**src/rtl/rf_pkg.sv**
```systemverilog
// Shared constants and types for the pipelined integer register file.
//   RF_AW        default address width for 32 registers
//   SP_INIT      reset value of the stack pointer register
//   SP_IDX       index of the stack pointer register (x2)
//   HALT_REG     register examined when an ecall reaches decode
//   HALT_VAL     value in HALT_REG that requests a halt
//   halt_state_e states of the sticky halt machine
//   busy_rule    "write outstanding and not yet visible" test shared by all lookups
package rf_pkg;

    localparam int          RF_XLEN      = 32;
    localparam int          RF_NREG      = 32;
    localparam int          RF_AW        = $clog2(RF_NREG);
    localparam int          RF_NUM_RD    = 2;
    localparam int          RF_MAX_INFL  = 3;
    localparam logic [31:0] SP_INIT      = 32'h0000_2ffc;
    localparam int          SP_IDX       = 2;
    localparam int          HALT_REG     = 17;
    localparam int          HALT_VAL     = 10;

    typedef enum logic [0:0] {
        ST_RUN    = 1'b0,
        ST_HALTED = 1'b1
    } halt_state_e;

    // A register is busy when more than one write is in flight, or exactly
    // one is in flight and it is not the one being written back right now
    // (that one is already visible through the bypass path).
    function automatic logic busy_rule(input int unsigned cnt, input logic wb_hit);
        logic busy;
        if (cnt > 32'd1) begin
            busy = 1'b1;
        end else if (cnt == 32'd1) begin
            busy = !wb_hit;
        end else begin
            busy = 1'b0;
        end
        return busy;
    endfunction

endpackage

```
**src/rtl/rf_scoreboard.sv**
```systemverilog
// In-flight write scoreboard for the register file.
// Keeps one saturating-by-backpressure counter per register of writes that
// have issued but not yet written back, and answers busy queries.
//   clk, reset    clock, synchronous active-high reset (clears all counters)
//   issue_valid   instruction writing issue_rd leaves decode this cycle
//   issue_rd      destination of the issuing instruction
//   issue_ready   low when issue_rd already has MAX_INFL writes in flight
//   wb_valid      writeback strobe
//   wb_rd         writeback destination
//   qry_addr      NQ lookup addresses, query k at [k*AW +: AW]
//   qry_busy      per-query busy flag
module rf_scoreboard
    import rf_pkg::*;
#(
    parameter int NREG     = RF_NREG,
    parameter int AW       = $clog2(NREG),
    parameter int MAX_INFL = RF_MAX_INFL,
    parameter int CW       = $clog2(MAX_INFL + 1),
    parameter int NQ       = RF_NUM_RD + 1
) (
    input  logic            clk,
    input  logic            reset,
    input  logic            issue_valid,
    input  logic [AW-1:0]   issue_rd,
    output logic            issue_ready,
    input  logic            wb_valid,
    input  logic [AW-1:0]   wb_rd,
    input  logic [NQ*AW-1:0] qry_addr,
    output logic [NQ-1:0]   qry_busy
);

    logic [CW-1:0] cnt_q [NREG];
    logic [CW-1:0] cnt_d [NREG];
    logic          issue_acc;

    // Issue acceptance: x0 is always accepted and never tracked.
    always_comb begin
        issue_ready = 1'b1;
        if (issue_rd != '0) begin
            issue_ready = (cnt_q[issue_rd] < CW'(MAX_INFL));
        end else begin
            issue_ready = 1'b1;
        end
        issue_acc = issue_valid && issue_ready && (issue_rd != '0);
    end

    // Counter next-state: issue and writeback to the same register cancel out.
    always_comb begin
        for (int r = 0; r < NREG; r++) begin
            cnt_d[r] = cnt_q[r];
        end
        for (int r = 1; r < NREG; r++) begin
            logic inc;
            logic dec;
            inc = issue_acc && (issue_rd == AW'(r));
            dec = wb_valid && (wb_rd == AW'(r));
            if (inc && !dec) begin
                cnt_d[r] = cnt_q[r] + CW'(1);
            end else if (dec && !inc && (cnt_q[r] != '0)) begin
                // A writeback with nothing tracked is an untracked write; stay at 0.
                cnt_d[r] = cnt_q[r] - CW'(1);
            end else begin
                cnt_d[r] = cnt_q[r];
            end
        end
        cnt_d[0] = '0;
    end

    // Counter registers; reset discards everything in flight.
    always_ff @(posedge clk) begin
        if (reset) begin
            for (int r = 0; r < NREG; r++) begin
                cnt_q[r] <= '0;
            end
        end else begin
            for (int r = 0; r < NREG; r++) begin
                cnt_q[r] <= cnt_d[r];
            end
        end
    end

    // Busy lookup per query port.
    always_comb begin
        qry_busy = '0;
        for (int k = 0; k < NQ; k++) begin
            logic [AW-1:0] a;
            a = qry_addr[k*AW +: AW];
            if (a != '0) begin
                qry_busy[k] = busy_rule(int'(unsigned'(cnt_q[a])),
                                        wb_valid && (wb_rd == a));
            end else begin
                qry_busy[k] = 1'b0;
            end
        end
    end

endmodule

```
**src/rtl/pipelined_register_file.sv**
```systemverilog
// Integer register file for the pipelined RV32I core.
// NUM_RD combinational read ports with same-cycle writeback bypass, one
// synchronous write port, per-register in-flight scoreboard, and the sticky
// ecall-halt detector.
//   clk, reset    clock, synchronous active-high reset
//   rd_addr       read addresses, port k at [k*AW +: AW]
//   rd_data       bypassed read data, port k at [k*XLEN +: XLEN]
//   rd_busy       port k target still has a write in flight that is not visible
//   issue_valid   instruction writing issue_rd leaves decode
//   issue_rd      its destination
//   issue_ready   low when issue_rd is at MAX_INFL outstanding writes
//   wb_valid      writeback strobe
//   wb_rd, wb_din writeback destination and data
//   is_ecall      ecall in decode
//   halt_stall    ecall must wait for HALT_REG to settle
//   halted        sticky halt flag, cleared only by reset
//   dbg_addr      debug read address
//   dbg_data      raw array contents, no bypass
module pipelined_register_file
    import rf_pkg::*;
#(
    parameter int          XLEN     = RF_XLEN,
    parameter int          NREG     = RF_NREG,
    parameter int          NUM_RD   = RF_NUM_RD,
    parameter int          MAX_INFL = RF_MAX_INFL,
    parameter logic [31:0] SP_RST   = SP_INIT,
    parameter int          HREG     = HALT_REG,
    parameter int          HVAL     = HALT_VAL,
    parameter int          AW       = $clog2(NREG),
    parameter int          CW       = $clog2(MAX_INFL + 1)
) (
    input  logic                   clk,
    input  logic                   reset,
    input  logic [NUM_RD*AW-1:0]   rd_addr,
    output logic [NUM_RD*XLEN-1:0] rd_data,
    output logic [NUM_RD-1:0]      rd_busy,
    input  logic                   issue_valid,
    input  logic [AW-1:0]          issue_rd,
    output logic                   issue_ready,
    input  logic                   wb_valid,
    input  logic [AW-1:0]          wb_rd,
    input  logic [XLEN-1:0]        wb_din,
    input  logic                   is_ecall,
    output logic                   halt_stall,
    output logic                   halted,
    input  logic [AW-1:0]          dbg_addr,
    output logic [XLEN-1:0]        dbg_data
);

    localparam logic [AW-1:0]   HALT_ADDR = AW'(HREG);
    localparam logic [XLEN-1:0] HALT_CODE = XLEN'(HVAL);

    logic [XLEN-1:0] rf_q [NREG];
    logic [XLEN-1:0] rf_d [NREG];
    halt_state_e     state_q;
    halt_state_e     state_d;
    logic            wb_en;
    logic [XLEN-1:0] hr_val;
    logic            hr_busy;
    logic [NUM_RD:0] qry_busy;

    assign wb_en = wb_valid && (wb_rd != '0);

    // Array next-state: one write per cycle, x0 is hard-wired to zero.
    always_comb begin
        for (int r = 0; r < NREG; r++) begin
            rf_d[r] = rf_q[r];
        end
        if (wb_en) begin
            rf_d[wb_rd] = wb_din;
        end else begin
            rf_d[0] = '0;
        end
        rf_d[0] = '0;
    end

    // Array registers; reset loads zeros and the initial stack pointer.
    always_ff @(posedge clk) begin
        if (reset) begin
            for (int r = 0; r < NREG; r++) begin
                rf_q[r] <= '0;
            end
            rf_q[SP_IDX] <= XLEN'(SP_RST);
        end else begin
            for (int r = 0; r < NREG; r++) begin
                rf_q[r] <= rf_d[r];
            end
        end
    end

    // Bypassed read ports: the value being written back wins over the array.
    always_comb begin
        rd_data = '0;
        for (int k = 0; k < NUM_RD; k++) begin
            logic [AW-1:0] a;
            a = rd_addr[k*AW +: AW];
            if (a == '0) begin
                rd_data[k*XLEN +: XLEN] = '0;
            end else if (wb_valid && (wb_rd == a)) begin
                rd_data[k*XLEN +: XLEN] = wb_din;
            end else begin
                rd_data[k*XLEN +: XLEN] = rf_q[a];
            end
        end
    end

    // Halt register read uses the same bypass as the ports so that an ecall
    // can see the halt code in the cycle it is written back.
    always_comb begin
        if (wb_valid && (wb_rd == HALT_ADDR) && (HALT_ADDR != '0)) begin
            hr_val = wb_din;
        end else begin
            hr_val = rf_q[HALT_ADDR];
        end
    end

    assign dbg_data = rf_q[dbg_addr];

    // Query slot NUM_RD is the halt register; the rest are the read ports.
    rf_scoreboard #(
        .NREG     (NREG),
        .AW       (AW),
        .MAX_INFL (MAX_INFL),
        .CW       (CW),
        .NQ       (NUM_RD + 1)
    ) u_sb (
        .clk         (clk),
        .reset       (reset),
        .issue_valid (issue_valid),
        .issue_rd    (issue_rd),
        .issue_ready (issue_ready),
        .wb_valid    (wb_valid),
        .wb_rd       (wb_rd),
        .qry_addr    ({HALT_ADDR, rd_addr}),
        .qry_busy    (qry_busy)
    );

    assign rd_busy = qry_busy[NUM_RD-1:0];
    assign hr_busy = qry_busy[NUM_RD];

    // Halt next-state and stall: HALTED is left only through reset.
    always_comb begin
        state_d    = state_q;
        halt_stall = is_ecall && hr_busy;
        case (state_q)
            ST_RUN: begin
                if (is_ecall && !hr_busy && (hr_val == HALT_CODE)) begin
                    state_d = ST_HALTED;
                end else begin
                    state_d = ST_RUN;
                end
            end
            ST_HALTED: begin
                state_d = ST_HALTED;
            end
            default: begin
                state_d = ST_RUN;
            end
        endcase
    end

    // Halt state register.
    always_ff @(posedge clk) begin
        if (reset) begin
            state_q <= ST_RUN;
        end else begin
            state_q <= state_d;
        end
    end

    assign halted = (state_q == ST_HALTED);

endmodule

```
**config.mk**
```make
export PLATFORM = sky130hd
export DESIGN_NAME = pipelined_register_file
export DESIGN_NICKNAME = d
export VERILOG_FILES = /design/src/rtl/rf_pkg.sv /design/src/rtl/rf_scoreboard.sv /design/src/rtl/pipelined_register_file.sv
export SDC_FILE = /design/constraint.sdc
export NUM_CORES = 2
export LEC_CHECK = 0
export ABC_CLOCK_PERIOD_IN_PS = 7500
export CORE_ASPECT_RATIO = 0.7
export CORE_MARGIN = 3
export CORE_UTILIZATION = 40
export DETAILED_ROUTE_END_ITERATION = 8
export GPL_ROUTABILITY_DRIVEN = 0
export MAX_ROUTING_LAYER = met4
export PLACE_DENSITY_LB_ADDON = 0.15
export SYNTH_ARGS = -nofsm -noshare
export SYNTH_HDL_FRONTEND = slang
export SYNTH_SLANG_ARGS = --single-unit
```
**constraint.sdc**
```tcl
create_clock -name clk -period 7.5 [get_ports clk]
set_input_delay 1.875 -clock clk [delete_from_list [all_inputs] [get_ports clk]]
set_output_delay 1.875 -clock clk [all_outputs]
set_load 0.005 [all_outputs]
```
==> results.json <==
{
  "track_usage_pct": 36.9,
  "grt_pass1_vias": 54400,
  "grt_max_degree": 209,
  "worstPathRequired_ps": 5620,
  "cp-start-kind": "primary input",
  "placed_cell_area_um2": 68300,
  "path_cells": "clkdlybuf4s50_1, xor2_1, nor4_1, and3_1, or2_2, buf_4, o31ai_1, clkdlybuf4s50_1",
  "crit_top_cell": "clkdlybuf4s50_1",
  "die_area_um2": 166000,
  "synthesis.nets": 6870,
  "dr_total_vias": 59700,
  "hold_violations": 0,
  "fin_crit_ps": 7570,
  "post-route-cell-area_um2": 72500,
  "nets": 6670,
  "rows": 122,
  "relSlewSlack_pct": -3.96,
  "p_leak_nw": 23.5,
  "grt_first_pass_wirelength_um": 427000,
  "die_w_um": 485,
  "violations": "max-capacitance violations, max-slew violations, negative setup slack",
  "hold_start": "rf_q[14][4]",
  "syn_area_per_cell_um2": 9.44,
  "vdd_drop_max_mv": 0.191,
  "r2r_end": "halted",
  "fin_crit_sh_pct": 101,
  "worst_slack_ps": -68.9,
  "slew_viol_final": 6,
  "rsz0062_at_grt": "no",
  "cts_tree": "built",
  "r2r_slack_ps": 3900,
  "overflow": 0,
  "ctsHoldBuffers": 0,
  "async_reset_ff_share_pct": 0,
  "finClkSkew_ps": 12.7,
  "outcome": "complete, but fails checks",
  "dp_hpwl_um": 184000,
  "drc": 0,
  "port_buffers": 162,
  "synth-edff-count": 0,
  "drive_gt1_share_pct": 23.3,
  "ys_ff_latch": 1055,
  "insertion_delay_ps": 770,
  "post_drt_wl_per_cell_um": 34.6,
  "rr_worst_depth": 7,
  "cp_top_family": "buffers and inverters",
  "drt-total-wl_um": 305000,
  "dr.pass1.iters": 8,
  "synth_seq_area_share_pct": 32.9,
  "cp.arrival_ps": 5690,
  "path_clk_slew_ps": 60,
  "cts_buffer_depth": 3,
  "initial_core_util_pct": 40.5,
  "viasPerCell": 6.76,
  "cp_slowest_cell": "o31ai_1",
  "path_buf_inv": 3,
  "setup_viol": 1,
  "ys_warn_count": 0,
  "io_pins": 163,
  "synth_cells": 6806,
  "worst_pin_slew_ps": 1550,
  "p_per_area_nw_per_um2": 186,
  "cts_resized": 0,
  "yosys.cell_types.count": 61,
  "timing.rr.start": "u_sb.cnt_q[17][1]",
  "layout_commonest_cell": "nand2_1",
  "cp_max_fo": 11,
  "hold_depth": 2,
  "cts_post_setup_buffers_inserted": 0,
  "area_growth_pct": 12.8,
  "p_total_mw": 13.5,
  "fp.coreArea_um2": 159000,
  "slowest_delay_ps": 980,
  "worstHoldEndpoint": "rf_q[14][4]",
  "drv_cap": 1,
  "root_buffer": "clkbuf_16",
  "synth_area_um2": 64300,
  "ant_nets": 0,
  "fmaxAchievable_ghz": 0.132,
  "die_h_um": 341,
  "htree_levels": 3,
  "synth_flop_cell": "dfxtp_1",
  "end_kind": "primary output",
  "path_class": "in -> out",
  "cts_buffers": 112,
  "min_path_type": "reg -> reg",
  "antenna_found_initial": 20,
  "mostFrequentLayoutCells": "nand2_1, dfxtp_1, a21oi_1",
  "drt_first_iter_violations": 9874,
  "cts_num_sinks": 1055
}
[per-stage QoR]
step | setup TNS [ps] | hold slack, ps | utilization (%) | setup slack, ps | cells
final | -68.9 | 479 | 45.7 | -68.9 | 8826
after global routing | 0 | 497 | 45.6 | 83.8 | 8823
after CTS | 0 | 479 | 45.6 | 221 | 8811
after detailed placement | 0 | 470 | 43.1 | 244 | 8600
after global placement | 0 | 462 | 43.1 | 232 | 8600
after floorplan | 0 | 442 | - | 1910 | 6806
[cell families (layout without fill, tap and decap cells)]
| group | count (synthesis) | count (layout) | synth area share, % |
|---|---|---|---|
| and+or+nand+nor | 2467 | 2467 | 15.3 |
| AOI/OAI and AO/OA | 1389 | 1389 | 12.1 |
| muxes | 1128 | 1128 | 34.3 |
| DFF | 1055 | 1055 | 32.9 |
| buffers and inverters | 753 | 650 | 5.13 |
| xor gates and xnor gates | 12 | 12 | 0.164 |
| adders and majority gates | 2 | 2 | 0.0389 |
| other | 0 | 15 | 0 |
[layer usage]
metal | GRT usage [%] | vias up | wire [um]
met3 | 13.0 | 858 | 45300
met1 | 49.5 | 29800 | 119000
met5 | - | - | 0
li1 | - | 24300 | -
met2 | 49.6 | 4710 | 125000
met4 | 16.8 | 0 | 15900
[layout make-up]
class	instances	area [um2]
Antenna cell	15	37.5
Clock inverter	59	830
Tap cell	2108	2640
Fill cell	14900	86300
Timing Repair Buffer	432	4320
Inverter	7	31.3
Multi-Input combinational cell	4998	40200
Clock buffer	152	3260
Sequential cell	1055	21100
[synth_stat cells, drive strengths merged, types with 19 or more instances]
cell,count,area share (%)
nand2,2135,12
dfxtp,1055,33
a21oi,1008,7.9
mux4,844,30
clkbuf,497,2.9
buf,249,2.2
mux2,156,2.7
mux2i,128,2.0
o21ai,115,0.91
nor2,113,0.66
a22o,95,1.3
nor4,38,0.38
nor3,37,0.31
a211oi,32,0.37
nand2b,27,0.26
o211ai,23,0.27
nand3,22,0.17
a31oi,21,0.20
nor4b,19,0.26
o221ai,19,0.26
[worst min-delay path, delay by kind of cell, from the launching register on]
| family | cells | cell delay (ps) |
|---|---|---|
| flops | 1 | 320 |
| compound gates | 1 | 50 |
| simple gates | 1 | 60 |
[sequential cells by signal, summed over array words and instances, names as in the netlist]
signal / flops
halted: 1
u_sb.cnt_q: 62
rf_q: 992
[power by group]
part,total [mW],internal (mW),switching [mW]
Combinational,1.48,0.504,0.975
Sequential,5.69,5.64,0.0487
Clock,6.34,3.70,2.64
[worst max path at each step]
stage	cells after the start	start	endpoint
after floorplan	7	dbg_addr[0]	dbg_data[23]
after global placement	8	wb_rd[0]	rd_data[27]
after detailed placement	8	wb_rd[0]	rd_data[27]
after CTS	8	wb_rd[0]	rd_data[27]
after global routing	8	wb_rd[0]	rd_data[27]
final	8	wb_rd[0]	rd_data[27]
Note: power is estimated with default switching activity, not from simulation.
